<file path="config.mk">
export PLATFORM = sky130hd
export DESIGN_NAME = padder_ctrl_flat
export DESIGN_NICKNAME = d
export VERILOG_FILES = /design/src/rtl/padder_ctrl_if.sv /design/src/rtl/padder_ctrl.sv /design/src/flat_wrapper.sv
export SDC_FILE = /design/constraint.sdc
export NUM_CORES = 1
export LEC_CHECK = 0
export ABC_AREA = 1
export CORE_AREA = 2 2 241 243
export CTS_BUF_LIST = sky130_fd_sc_hd__clkbuf_8
export DETAILED_ROUTE_END_ITERATION = 8
export DIE_AREA = 0 0 243 245
export GPL_TIMING_DRIVEN = 0
export PLACE_DENSITY = 0.67
export SETUP_SLACK_MARGIN = 0.02
export SYNTH_ARGS = -nofsm -noshare
export SYNTH_HDL_FRONTEND = slang
export SYNTH_SLANG_ARGS = --single-unit
</file>
<file path="constraint.sdc">
create_clock -name clk -period 1.7 [get_ports clk]
set_input_delay 0.255 -clock clk [delete_from_list [all_inputs] [get_ports clk]]
set_output_delay 0.255 -clock clk [all_outputs]
set_load 0.01 [all_outputs]
</file>
<file path="src/rtl/padder_ctrl_if.sv">
// Message-in / block-out handshake bundle between a word source, the
// padder and the permutation.
interface padder_ctrl_if #(
   parameter int RATE_WORDS = 18
);
   logic [31:0]              in;
   logic                     in_ready;
   logic                     is_last;
   logic [1:0]               byte_num;
   logic                     buffer_full;
   logic [RATE_WORDS*32-1:0] out;
   logic                     out_ready;
   logic                     f_ack;
   logic                     padded;

   modport master (
      output in, in_ready, is_last, byte_num, f_ack,
      input  buffer_full, out, out_ready, padded
   );

   modport slave (
      input  in, in_ready, is_last, byte_num, f_ack,
      output buffer_full, out, out_ready, padded
   );
endinterface

</file>
<file path="src/rtl/padder_ctrl.sv">
// SHA-3 front end: packs 32-bit message words into one rate block, applies
// pad10*1 with the domain byte, and hands full blocks over with ready/ack.
module padder_ctrl #(
   parameter int          RATE_WORDS = 18,
   parameter logic [7:0]  DOMAIN     = 8'h06
) (
   input  logic         clk,
   input  logic         reset,
   padder_ctrl_if.slave bus
);
   localparam int         W         = RATE_WORDS * 32;
   localparam logic [4:0] LAST_SLOT = 5'(RATE_WORDS - 1);

   typedef enum logic [1:0] {
      ACCEPT    = 2'd0,
      PAD       = 2'd1,
      FULL      = 2'd2,
      FULL_LAST = 2'd3
   } state_t;

   state_t         state_r, state_s;
   logic [4:0]     cnt_r, cnt_s;
   logic           padded_r, padded_s;
   logic           out_ready_r;
   logic [W-1:0]   out_r;
   logic [31:0]    word_s;
   logic           shift_s;
   logic           final_slot_s;

   // Final message word: keep the valid bytes, append the domain byte, and
   // close the block with 0x80 when this word also occupies the last slot.
   function automatic logic [31:0] tail_word(input logic [31:0] data,
                                             input logic [1:0]  nbytes,
                                             input logic        final_slot);
      logic [31:0] w;
      case (nbytes)
         2'd0:    w = {DOMAIN, 24'h000000};
         2'd1:    w = {data[31:24], DOMAIN, 16'h0000};
         2'd2:    w = {data[31:16], DOMAIN, 8'h00};
         2'd3:    w = {data[31:8], DOMAIN};
         default: w = {DOMAIN, 24'h000000};
      endcase
      w[7:0] = final_slot ? (w[7:0] | 8'h80) : w[7:0];
      return w;
   endfunction

   assign final_slot_s = (cnt_r == LAST_SLOT);

   // Next-state, counter and shift-word selection.
   always_comb begin
      state_s  = state_r;
      cnt_s    = cnt_r;
      padded_s = 1'b0;
      shift_s  = 1'b0;
      word_s   = 32'h00000000;
      case (state_r)
         ACCEPT: begin
            if (bus.in_ready) begin
               shift_s = 1'b1;
               if (bus.is_last) begin
                  word_s = tail_word(bus.in, bus.byte_num, final_slot_s);
               end else begin
                  word_s = bus.in;
               end
               // The counter saturates on the last slot; only f_ack rewinds it.
               if (final_slot_s) begin
                  state_s = bus.is_last ? FULL_LAST : FULL;
               end else begin
                  cnt_s   = cnt_r + 5'd1;
                  state_s = bus.is_last ? PAD : ACCEPT;
               end
            end else begin
               shift_s = 1'b0;
            end
         end
         PAD: begin
            shift_s = 1'b1;
            if (final_slot_s) begin
               word_s  = 32'h00000080;
               state_s = FULL_LAST;
            end else begin
               word_s  = 32'h00000000;
               cnt_s   = cnt_r + 5'd1;
            end
         end
         FULL, FULL_LAST: begin
            if (bus.f_ack) begin
               cnt_s    = 5'd0;
               state_s  = ACCEPT;
               padded_s = (state_r == FULL_LAST);
            end else begin
               state_s  = state_r;
            end
         end
         default: begin
            state_s = ACCEPT;
            cnt_s   = 5'd0;
         end
      endcase
   end

   // State, counter, block shift register and registered handshake outputs.
   always_ff @(posedge clk or negedge reset) begin
      if (!reset) begin
         state_r     <= ACCEPT;
         cnt_r       <= 5'd0;
         padded_r    <= 1'b0;
         out_ready_r <= 1'b0;
         out_r       <= {W{1'b0}};
      end else begin
         state_r     <= state_s;
         cnt_r       <= cnt_s;
         padded_r    <= padded_s;
         out_ready_r <= (state_s == FULL) || (state_s == FULL_LAST);
         if (shift_s) begin
            out_r <= {out_r[W-33:0], word_s};
         end else begin
            out_r <= out_r;
         end
      end
   end

   assign bus.buffer_full = (state_r != ACCEPT);
   assign bus.out         = out_r;
   assign bus.out_ready   = out_ready_r;
   assign bus.padded      = padded_r;
endmodule

</file>
<file path="src/flat_wrapper.sv">
// flat-port wrapper written by rule: the top's interface ports become plain ports
module padder_ctrl_flat 
#(
   parameter int          RATE_WORDS = 18,
   parameter logic [7:0]  DOMAIN     = 8'h06
)
  (clk, reset, bus_in, bus_in_ready, bus_is_last, bus_byte_num, bus_f_ack, bus_buffer_full, bus_out, bus_out_ready, bus_padded);
  padder_ctrl_if #(.RATE_WORDS(RATE_WORDS)) bus_i ();
  input  logic clk;
  input  logic reset;
  input wire logic [$bits(bus_i.in)-1:0] bus_in;
  input wire logic [$bits(bus_i.in_ready)-1:0] bus_in_ready;
  input wire logic [$bits(bus_i.is_last)-1:0] bus_is_last;
  input wire logic [$bits(bus_i.byte_num)-1:0] bus_byte_num;
  input wire logic [$bits(bus_i.f_ack)-1:0] bus_f_ack;
  output wire logic [$bits(bus_i.buffer_full)-1:0] bus_buffer_full;
  output wire logic [$bits(bus_i.out)-1:0] bus_out;
  output wire logic [$bits(bus_i.out_ready)-1:0] bus_out_ready;
  output wire logic [$bits(bus_i.padded)-1:0] bus_padded;
  assign bus_i.in = bus_in;
  assign bus_i.in_ready = bus_in_ready;
  assign bus_i.is_last = bus_is_last;
  assign bus_i.byte_num = bus_byte_num;
  assign bus_i.f_ack = bus_f_ack;
  assign bus_buffer_full = bus_i.buffer_full;
  assign bus_out = bus_i.out;
  assign bus_out_ready = bus_i.out_ready;
  assign bus_padded = bus_i.padded;
  padder_ctrl #(.RATE_WORDS(RATE_WORDS), .DOMAIN(DOMAIN)) u_core (.clk(clk), .reset(reset), .bus(bus_i));
endmodule
</file>
==> impl_metrics.csv <==
group,metric,value,unit
grt,grt_pass1_wl,125700,um
final_layout,layout-area-overhead-vs-synth,44.85,%
timing,hold_ws,-485.7,ps
route,ant_nets,0,
route,wl_per_cell,20.64,um
timing,finalCritPeriodShare,97.43,%
route,firstDrtPassIters,5,
placed_design,place_inst,3825,
clocking,clk_path_buf_depth,3,
setup_path,slowest_stage,"dfrtp_1",
floorplan,core_area,57030,sq um
grt,grt_pass1_vias,20131,
floorplan,rows,88,
synth,syn_area,22280,sq um
final_layout,layout_common_cells,"1473 x nand2_1, 526 x dfrtp_1, 279 x dlygate4sd2_1",
final_layout,post-route-util,56.59,%
placed_design,port_buffers,617,
timing,slew_viol_final,0,
floorplan,chipWidth,243,um
setup_path,cp_num_buf_inv,1,
clocking,holdBufCountCts,1,
timing,worstMarginPinSlew,897.3,ps
setup_path,start_kind,"flip-flop",
hold_path,hold_path.class,"input port to asynchronous set/reset pin",
timing,hold_viol,85,
route,routed_wl,85180,um
setup_path,crit_chain,"dlygate4sd2_1",
outcome,violations,"hold timing",
clocking,cts_root_buffer,"clkbuf_8",
grt,overflow,0,
setup_path,crit_family,"flip-flops",
clocking,clk_latency,680,ps
synth,synth_warnings,0,
timing,fmax,0.6038,GHz
synth,yosysSeqAreaShare,65.70,%
grt,antenna_found_initial,3,
timing,max_slew_margin,40.18,%
setup_path,path_max_fanout,3,
placed_design,gp_congestion,0.9196,
floorplan,dieArea,59540,sq um
timing,fin_skew,31.62,ps
clocking,h-tree-depth,3,
synth,synth_fp_nets,2479,
route,via_count,19946,
setup_path,cp_slowest_stage_delay,430,ps
power_and_ir_drop,leakage,18.45,nW
route,drt_iter0_drc,1373,
final_layout,drive_gt1_share,16.96,%
clocking,cts_tree,"built",
synth,yosysUniqueCellTypes,20,
floorplan,start_util,39.07,%
setup_path,crit_required,1440,ps
synth,syn-mean-instance-area,9.140,sq um
timing,rsz0062_at_grt,"yes",
route,post-route-drc-count,0,
clocking,cts.clk_slew.worst_paths,60,ps
final_layout,fin_cells,4127,
final_layout,nets,3333,
power_and_ir_drop,peakVddDrop,0.7541,mV
clocking,cts.sinks,585,
power_and_ir_drop,cellPowerDensity,1813,nW/um^2
setup_path,timing_worst_setup_path_type,"flip-flop to primary output",
synth,ys_seq_elements,585,
timing,setup_viol,0,
final_layout,layout_commonest_cell,"nand2_1",
floorplan,io_pins,618,
route,viasPerCell,4.833,
job,cap_violations,0,
grt,grt_max_degree,125,
outcome,status,"complete, but fails checks",
power_and_ir_drop,finalPower,0.05852,W
floorplan,fp.dieH,245,um
timing,period_minus_slack,1656,ps
clocking,cts_made_buffers,97,
setup_path,end_kind,"primary output",
grt,grt_usage,28.13,%
setup_path,arrival,1400,ps
synth,postSynthCellCount,2438,
placed_design,place_hpwl,62630,um
## Yosys cell counts
cell type	count	area, sq um
nand2_1	1473	5529
dfrtp_1	585	14640
o21ai_0	130	650.6
inv_1	70	262.8
buf_2	56	280.3
buf_6	38	427.9
buf_4	21	157.7
nand3_1	18	90.09
clkbuf_1	11	41.29
nor2_1	11	41.29
o21ai_1	6	30.03
o22ai_1	4	25.02
inv_2	3	11.26
or2_2	3	18.77
ha_1	2	25.02
nand4_1	2	12.51
nor2_2	2	12.51
nand2_4	1	11.26
o211ai_1	1	7.510
o21ai_2	1	8.760
## worst paths after layout
check                               startpoint                   to  slack (ps)  cells after the start
min in group clk                    bus_in[28]   u_core.bus.out[28]         140                      3
setup reg to reg             u_core.state_r[0]  u_core.bus.out[385]          50                      8
setup / recovery           u_core.bus.out[111]         bus_out[111]          40                      1
max in group asynchronous                reset  u_core.bus.out[254]         420                      4
hold / removal                           reset  u_core.bus.out[562]        -490                      1
hold reg to reg            u_core.bus.out[571]  u_core.bus.out[571]         480                      2
## power by group
group | switching, W | internal [W]
registers | 0.00446 | 0.0187
clock network | 0.00558 | 0.00709
logic | 0.0132 | 0.00956
total | 0.0232 | 0.0353
## registers in the layout (all words and copies together), names as in the netlist
name,count
u_core.bus.out,576
u_core.cnt_r,5
u_core.state_r,2
u_core.bus.out_ready,1
u_core.bus.padded,1
## cell type report
type | instances | area (sq um)
Fill cell | 5174 | 24760
Sequential cell | 585 | 14710
Timing Repair Buffer | 755 | 6873
Multi-Input combinational cell | 1654 | 6475
Clock buffer | 124 | 1707
Buffer | 126 | 989.7
Tap cell | 765 | 957.2
Clock inverter | 44 | 282.8
Inverter | 73 | 276.5
Antenna cell | 1 | 2.502
## what timing repair did
action                                  in CTS  in global routing
pin swaps                                    1                  0
hold endpoints to repair                    79                 62
buffers inserted                           123                  8
endpoints found under the setup margin     626                573
cloned                                       0                  1
gates resized for setup                   1055                 66
## routing by layer
metal	vias up	wire, um	GRT usage (%)
li1	9159	-	-
met1	9798	32410	32.78
met2	841	41750	48.06
met3	146	7920	9.305
met4	2	3090	11.01
met5	-	14	0
## metrics by stage
stage	worst slack (ps)	hold slack, ps	TNS, ps	cell area [sq um]
final	43.77	-485.7	0	32280
after global routing	3.316	-466.9	0	32280
after CTS	14.80	-515.8	0	32170
after detailed placement	-592.6	229.1	-150450	29560
after global placement	-24940	460.6	-	29420
after floorplan	462.8	-40.59	0	22280
## cell families (layout without fill, tap and decap cells)
kind of cell	Yosys count	in the layout	share of synthesized area, %
AND/OR/NAND/NOR	1510	1510	25.65
flip-flops	585	585	65.70
buffers and inverters	199	1122	5.301
AO/OA/AOI/OAI	142	142	3.240
adder cells (fa/ha/maj)	2	2	0.1123
other	0	1	0
No activity file was read; power rests on OpenSTA's default activity.
